**src/rtl/parity_tx.sv**
```systemverilog
// parity_tx: LSB-first serial transmitter that appends one parity bit to each DATA_W-bit word.
// Define PARITY_ODD_EN for odd parity; the default build sends even parity.
module parity_tx #(
  parameter int DATA_W = 8
) (
  input  logic              clk,
  input  logic              reset,
  input  logic [DATA_W-1:0] din,
  input  logic              load,
  output logic              ready,
  output logic              x,
  output logic              frame,
  output logic              last
);
  localparam int CW = $clog2(DATA_W);
  localparam logic [1:0] IDLE = 2'd0;
  localparam logic [1:0] DATA = 2'd1;
  localparam logic [1:0] PAR  = 2'd2;
  localparam logic [CW-1:0] CNT_LAST = CW'(DATA_W - 1);
  logic [1:0]        state_q, state_d;
  logic [DATA_W-1:0] sh_q, sh_d;
  logic [CW-1:0]     cnt_q, cnt_d;
  logic              acc_q, acc_d;
  logic              par;
  always_comb begin
    state_d = state_q;
    sh_d    = sh_q;
    cnt_d   = cnt_q;
    acc_d   = acc_q;
    if (state_q == IDLE && load) begin
      state_d = DATA;
      sh_d    = din;
      cnt_d   = '0;
      acc_d   = 1'b0;
    end else if (state_q == DATA) begin
      sh_d    = sh_q >> 1;
      acc_d   = acc_q ^ sh_q[0];
      cnt_d   = (cnt_q == CNT_LAST) ? cnt_q : cnt_q + 1'b1;
      state_d = (cnt_q == CNT_LAST) ? PAR : DATA;
    end else if (state_q != IDLE) begin
      state_d = IDLE;
    end
  end
  always_ff @(posedge clk or posedge reset) begin
    if (reset) begin
      state_q <= IDLE;
      sh_q    <= '0;
      cnt_q   <= '0;
      acc_q   <= 1'b0;
    end else begin
      state_q <= state_d;
      sh_q    <= sh_d;
      cnt_q   <= cnt_d;
      acc_q   <= acc_d;
    end
  end
`ifdef PARITY_ODD_EN
  assign par = ~acc_q;
`else
  assign par = acc_q;
`endif
  assign ready = (state_q == IDLE);
  assign frame = (state_q == DATA) || (state_q == PAR);
  assign last  = (state_q == PAR);
  assign x     = (state_q == DATA) ? sh_q[0] : (state_q == PAR) ? par : 1'b0;
endmodule
```
**config.mk**
```make
export PLATFORM = sky130hd
export DESIGN_NAME = parity_tx
export DESIGN_NICKNAME = d
export VERILOG_FILES = /design/src/rtl/parity_tx.sv
export SDC_FILE = /design/constraint.sdc
export NUM_CORES = 1
export LEC_CHECK = 0
export BUFFER_PORTS_ARGS = -buffer_cell sky130_fd_sc_hd__buf_2
export CORE_UTILIZATION = 39
export DETAILED_ROUTE_END_ITERATION = 8
export SYNTH_ARGS = -nofsm -noshare
export SYNTH_HDL_FRONTEND = slang
export SYNTH_SLANG_ARGS = --single-unit
```
**constraint.sdc**
```tcl
create_clock -name clk -period 3.1 [get_ports clk]
set_input_delay 0.465 -clock clk [delete_from_list [all_inputs] [get_ports clk]]
set_output_delay 0.465 -clock clk [all_outputs]
set_load 0.02 [all_outputs]
```
; Word-level counts from Yosys, hierarchy flattened
; Cells that the tools add are included.
; W data, S select, Z words.
[totals]
ff_bits = 14
inputBits = 11
word_cells = 30
[op_classes]
n_addsub = 1
eq_ne = 4
muxes = 13
bitwise_logic = 1
reduce_logical = 7
[ops]
columns = cell, n
row1 = $mux W8, 2
row2 = $mux W3, 3
row3 = $mux W2, 4
row4 = $mux W1, 4
row5 = $reduce_bool A2 Y1, 2
row6 = $add A3 B1 Y3 const B, 1
row7 = $eq A3 B3 Y1 const B, 1
row8 = $reduce_bool A3 Y1, 1
row9 = $eq A2 B1 Y1 const B, 1
row10 = $eq A2 B2 Y1 const B, 1
row11 = $logic_not A2 Y1, 1
row12 = $ne A2 B2 Y1 const B, 1
row13 = $reduce_and A2 Y1, 1
row14 = $logic_and A1 B1 Y1, 1
row15 = $logic_or A1 B1 Y1, 1
row16 = $xor A1 B1 Y1, 1

; Longest topological paths before layout
[logic_depth]
word_depth = 4
depth_mapped = 7

; Worst setup path before layout
; No wires, ideal clock.
[synth_timing]
path_kind = register to output
from = register state_q[0]
to = output x
arrival_ps = 1325
path_slack_ps = 1310
path_stages_with_launch = 5
n_path_buf = 0
path_cell_list = dfrtp_1 > inv_1 > ha_1 > nand2_1 > o21ai_0
[synth_between]
elab_chain_len = 3
elab_cells_between_ends = 4
[synth_lines]
columns = item, line
row1 = from (decl), 20  ; logic [1:0] state_q, state_d;
row2 = from (signal assigned), 51  ; state_q <= state_d;
row3 = $eq A2 B2 Y1, --
row4 = net last, 13  ; output logic last
row5 = $mux W1 (2 in a row), 65  ; assign x = (state_q == DATA) ? sh_q[0] : (state_q == PAR) ? par : 1'b0;
row6 = to (decl), 11  ; output logic x,
; The timed path passes the listed nets, and every way through them passes these cells.

; Worst setup path in the final report
[layout_timing]
from = register state_q[1]
to = output x
[layout_between]
elab_chain_len = 3
elab_cells_between_ends = 4
[layout_lines]
columns = item, line
row1 = $eq A2 B2 Y1, 65
row2 = $mux W1, 65
row3 = $mux W1 *, 65
; Every way passes the cells marked *; elsewhere a longest branch is shown, timed or not.

==> impl_summary.log <==
[metrics] result of the run: finished, final reports clean
[metrics] source-to-sink clock delay at the later pin of the worst-skew pair: about 0.27 ns
[metrics] met3 wire len: slightly below 60 um
[metrics] post-place setup slack: between 1 and 1.5 ns
[metrics] combinational share of power: 0.468
[metrics] chip width: 45.9 um
[metrics] largest area contributor in the netlist: sky130_fd_sc_hd__dfrtp_1
[metrics] area fraction of the dominant cell type after synthesis: 0.467
[metrics] pin count of the biggest net entering global routing: 21
[metrics] distinct cell type count after synthesis: 17
[metrics] final routed DRC violation total: 0
[metrics] final standard cell utilization of the core: 0.488
[metrics] critical path cell sequence: inv_1 > ha_1 > nand2_1 > o21ai_0 > buf_2
[metrics] global route overflow: 0
[metrics] share of synthesized registers carrying an async set or reset: 1.00
[metrics] detailed-routed wire length on met2: around 580 um
[metrics] fraction of the cycle the final worst path needs: 0.594
[metrics] final hold violation count: 0
[metrics] post-synthesis register bit count: 14
[metrics] internal cell power: between 400 and 500 uW
[metrics] highest clock frequency the design can meet: about 540 MHz
[metrics] Max VDD drop: between 0.4 and 0.5 mV
[metrics] final worst slack: about 1.3 ns
[metrics] antenna viol nets, final: 0
[metrics] IO Pins: 15
[metrics] EDFF count, synth: 0
[metrics] area inside the core boundary: 1760 um2
[metrics] most used standard cells in the synthesized netlist: sky130_fd_sc_hd__dfrtp_1 (14), sky130_fd_sc_hd__nand2_1 (12), sky130_fd_sc_hd__o21ai_0 (12), sky130_fd_sc_hd__ha_1 (7), sky130_fd_sc_hd__mux2i_1 (7)
[metrics] post-synthesis instance total: 73
[metrics] root cell of the clock tree: sky130_fd_sc_hd__clkbuf_4
[metrics] WP data required: around 2.6 ns
[metrics] master of the slowest instance on the critical path: sky130_fd_sc_hd__dfrtp_1
[metrics] path type of the worst min-delay path: input port to asynchronous set/reset pin
[metrics] Most used DFF post-synth: sky130_fd_sc_hd__dfrtp_1
[metrics] fraction of power spent switching nets: 0.386
[metrics] number of buffers and inverters on the critical path: 2
[metrics] TritonCTS clock tree: built
[metrics] number of hold-repair buffers added at the cts stage: 0
[metrics] clock sink count: 14
[metrics] hold slack final: between 0.2 and 0.25 ns
[metrics] vias in the first global route: just over 500
[metrics] CTS H-Tree Depth: 1
[metrics] area added between synthesis and finish: 14.7%
[metrics] Final Setup Violations: 0
[metrics] global-route wire length before repair: ~2100 um
[metrics] detail-routed via count per cell: slightly below 5
[metrics] cell types occupying the most area after synthesis: sky130_fd_sc_hd__dfrtp_1 (47%), sky130_fd_sc_hd__ha_1 (12%), sky130_fd_sc_hd__mux2i_1 (9.3%), sky130_fd_sc_hd__o21ai_0 (8.0%), sky130_fd_sc_hd__nand2_1 (6.0%)
[metrics] detail-routed net length per standard cell: roughly 11 um
[metrics] die outline area: 2100 um2
[metrics] DIE HEIGHT: ~46 um
[metrics] detailed-route wire length: around 1300 um
[metrics] static leakage power: 0.455 nW
[metrics] final setup skew: between 0.002 and 0.0025 ns
[metrics] initial core utilization: 0.426
[metrics] fraction of final layout cells sized beyond drive strength 1: 0.216
[metrics] initial antenna violation count: 0
[metrics] Placer Congestion: roughly 0.71
[metrics] clock transition at the registers of the reported paths: around 0.070 ns
[metrics] Max transition margin: 0.635
[metrics] final net count: 108
[metrics] time the worst path needs with I/O delays and setup: 1.84 ns
[metrics] half-perimeter wire length of the detailed placement result: 970 um
[metrics] DRT Pass-1 Iters: 4
[metrics] number of warnings reported in the yosys synthesis log: 0
[metrics] sequential share of power: 0.401
[metrics] Post-Route M1 WL: ~640 um
[metrics] Crit path max-delay family: flip-flops
[metrics] Clock Tree Buf Depth: 2
[metrics] relative contribution of the clock network to total power: 0.131
[metrics] number of buffers created by CTS: 3
[metrics] MaxCap Viol Count: 0
[metrics] data arrival at the endpoint of the critical path: around 1.4 ns
[metrics] crit path capture type: primary output
[metrics] number of buffers added on ports: 14
[metrics] cell with the most instances after synthesis: sky130_fd_sc_hd__dfrtp_1
[metrics] overall track demand over capacity in global routing: 0.147
[metrics] cell row count: 15
[metrics] synthesized area per cell: 10.3 um2
[metrics] antenna diode instance count: 0
[metrics] violation count after the first detailed-route iteration: 8
[metrics] class of the most critical setup path: flop to primary output
[metrics] mapped cell area: about 750 um2
[metrics] maximum fanout along the worst path: 5
[metrics] slew of the pin with the lowest slew margin: between 0.5 and 0.6 ns
[metrics] RSZ-0062 raised after global routing: no
[metrics] detailed-route via count: between 500 and 600
[metrics] setup repair bufs after CTS: 0
[metrics] longest individual stage delay on the worst path: slightly above 0.4 ns
[metrics] type of origin of the critical path: flop
[metrics] number of resized instances in the post-cts repair step: 0
[metrics] syn_nets: between 90 and 100
[metrics] Total Negative Setup Slacks: 0 ns
[metrics] Power Total: about 750 uW
[metrics] final number of max-transition violations: 0
[metrics] top routing layer in use: met4
[metrics] net load switching power: approximately 290 uW
[metrics] power density over the cells: 871 nW/um2
[metrics] register area share after synthesis: 0.467
-- cell type report --
class                           count  area, um2
Clock buffer                        3       22.5
Inverter                            3       11.3
Tap cell                           25       31.3
Sequential cell                    14        350
Multi-Input combinational cell     53        368
Fill cell                         184        903
Timing Repair Buffer               15       77.6
-- flip-flops by register name, summed over array words and instances, names as in the netlist --
register and flops:
acc_q 1, cnt_q 3, sh_q 8, state_q 2
-- final timing paths --
kind	startpoint	end	slack (ns)	depth (start not counted)
worst max-delay path	state_q[1]	x	1.26	5
max in group asynchronous	reset	sh_q[5]	2.52	2
worst min-delay path	reset	sh_q[6]	0.22	2
min in group clk	din[1]	sh_q[1]	0.47	3
worst min register to register	sh_q[3]	sh_q[3]	0.49	2
worst max register to register	state_q[0]	cnt_q[0]	1.30	5
-- worst reg2reg max path, delay by kind of cell (launching register included) --
family                     cells  cell delay [ns]
buffers and inverters          1             0.10
and+or+nand+nor                2             0.81
adders and majority gates      1             0.24
muxes                          1             0.22
DFF                            1             0.38
-- power by group through the flow --
stage | logic, mW | clock network [mW] | registers [mW]
floorplan | 0.293 | 0 | 0.292
global placement | 0.346 | 0 | 0.303
detailed placement | 0.356 | 0 | 0.304
CTS | 0.357 | 0.107 | 0.301
global route | 0.400 | 0.115 | 0.309
finish | 0.351 | 0.0984 | 0.301
-- kinds of logic (layout without fill, tap and decap cells) --
| kind of cell | after synthesis | count (layout) | share of synthesized area |
|---|---|---|---|
| AOI/OAI and AO/OA | 19 | 19 | 0.140 |
| adders and majority gates | 7 | 7 | 0.117 |
| buffers and inverters | 6 | 21 | 0.0433 |
| DFF | 14 | 14 | 0.467 |
| muxes | 8 | 8 | 0.113 |
| and+or+nand+nor | 19 | 19 | 0.120 |
-- per-layer routing --
layer  up-vias  GRT usage
met2        11      0.220
met3         2     0.0714
met1       249      0.188
li1        284          -
met4         0     0.0353
met5         -          0
-- stage by stage --
stage | instances | area, um2
after floorplan | 73 | 751
after global placement | 110 | 838
after detailed placement | 110 | 838
after CTS | 113 | 861
after global routing | 113 | 861
final | 113 | 861
-- cells in the final DEF (no fill, tap or decap) --
| cell type | instances |
|---|---|
| sky130_fd_sc_hd__o21ai_0 | 12 |
| sky130_fd_sc_hd__nor2b_1 | 1 |
| sky130_fd_sc_hd__a22o_1 | 2 |
| sky130_fd_sc_hd__ha_1 | 7 |
| sky130_fd_sc_hd__dfrtp_1 | 14 |
| sky130_fd_sc_hd__clkbuf_4 | 3 |
| sky130_fd_sc_hd__mux2i_1 | 7 |
| sky130_fd_sc_hd__nand2_1 | 12 |
| sky130_fd_sc_hd__nand2b_1 | 1 |
| sky130_fd_sc_hd__a21o_1 | 1 |
| sky130_fd_sc_hd__nand3_1 | 2 |
| sky130_fd_sc_hd__buf_2 | 14 |
| sky130_fd_sc_hd__mux2_4 | 1 |
| sky130_fd_sc_hd__nand3b_1 | 1 |
| sky130_fd_sc_hd__buf_4 | 1 |
| sky130_fd_sc_hd__inv_1 | 3 |
| sky130_fd_sc_hd__nor3b_1 | 2 |
| sky130_fd_sc_hd__a21oi_1 | 4 |
Note: power is estimated with default switching activity, not from simulation.
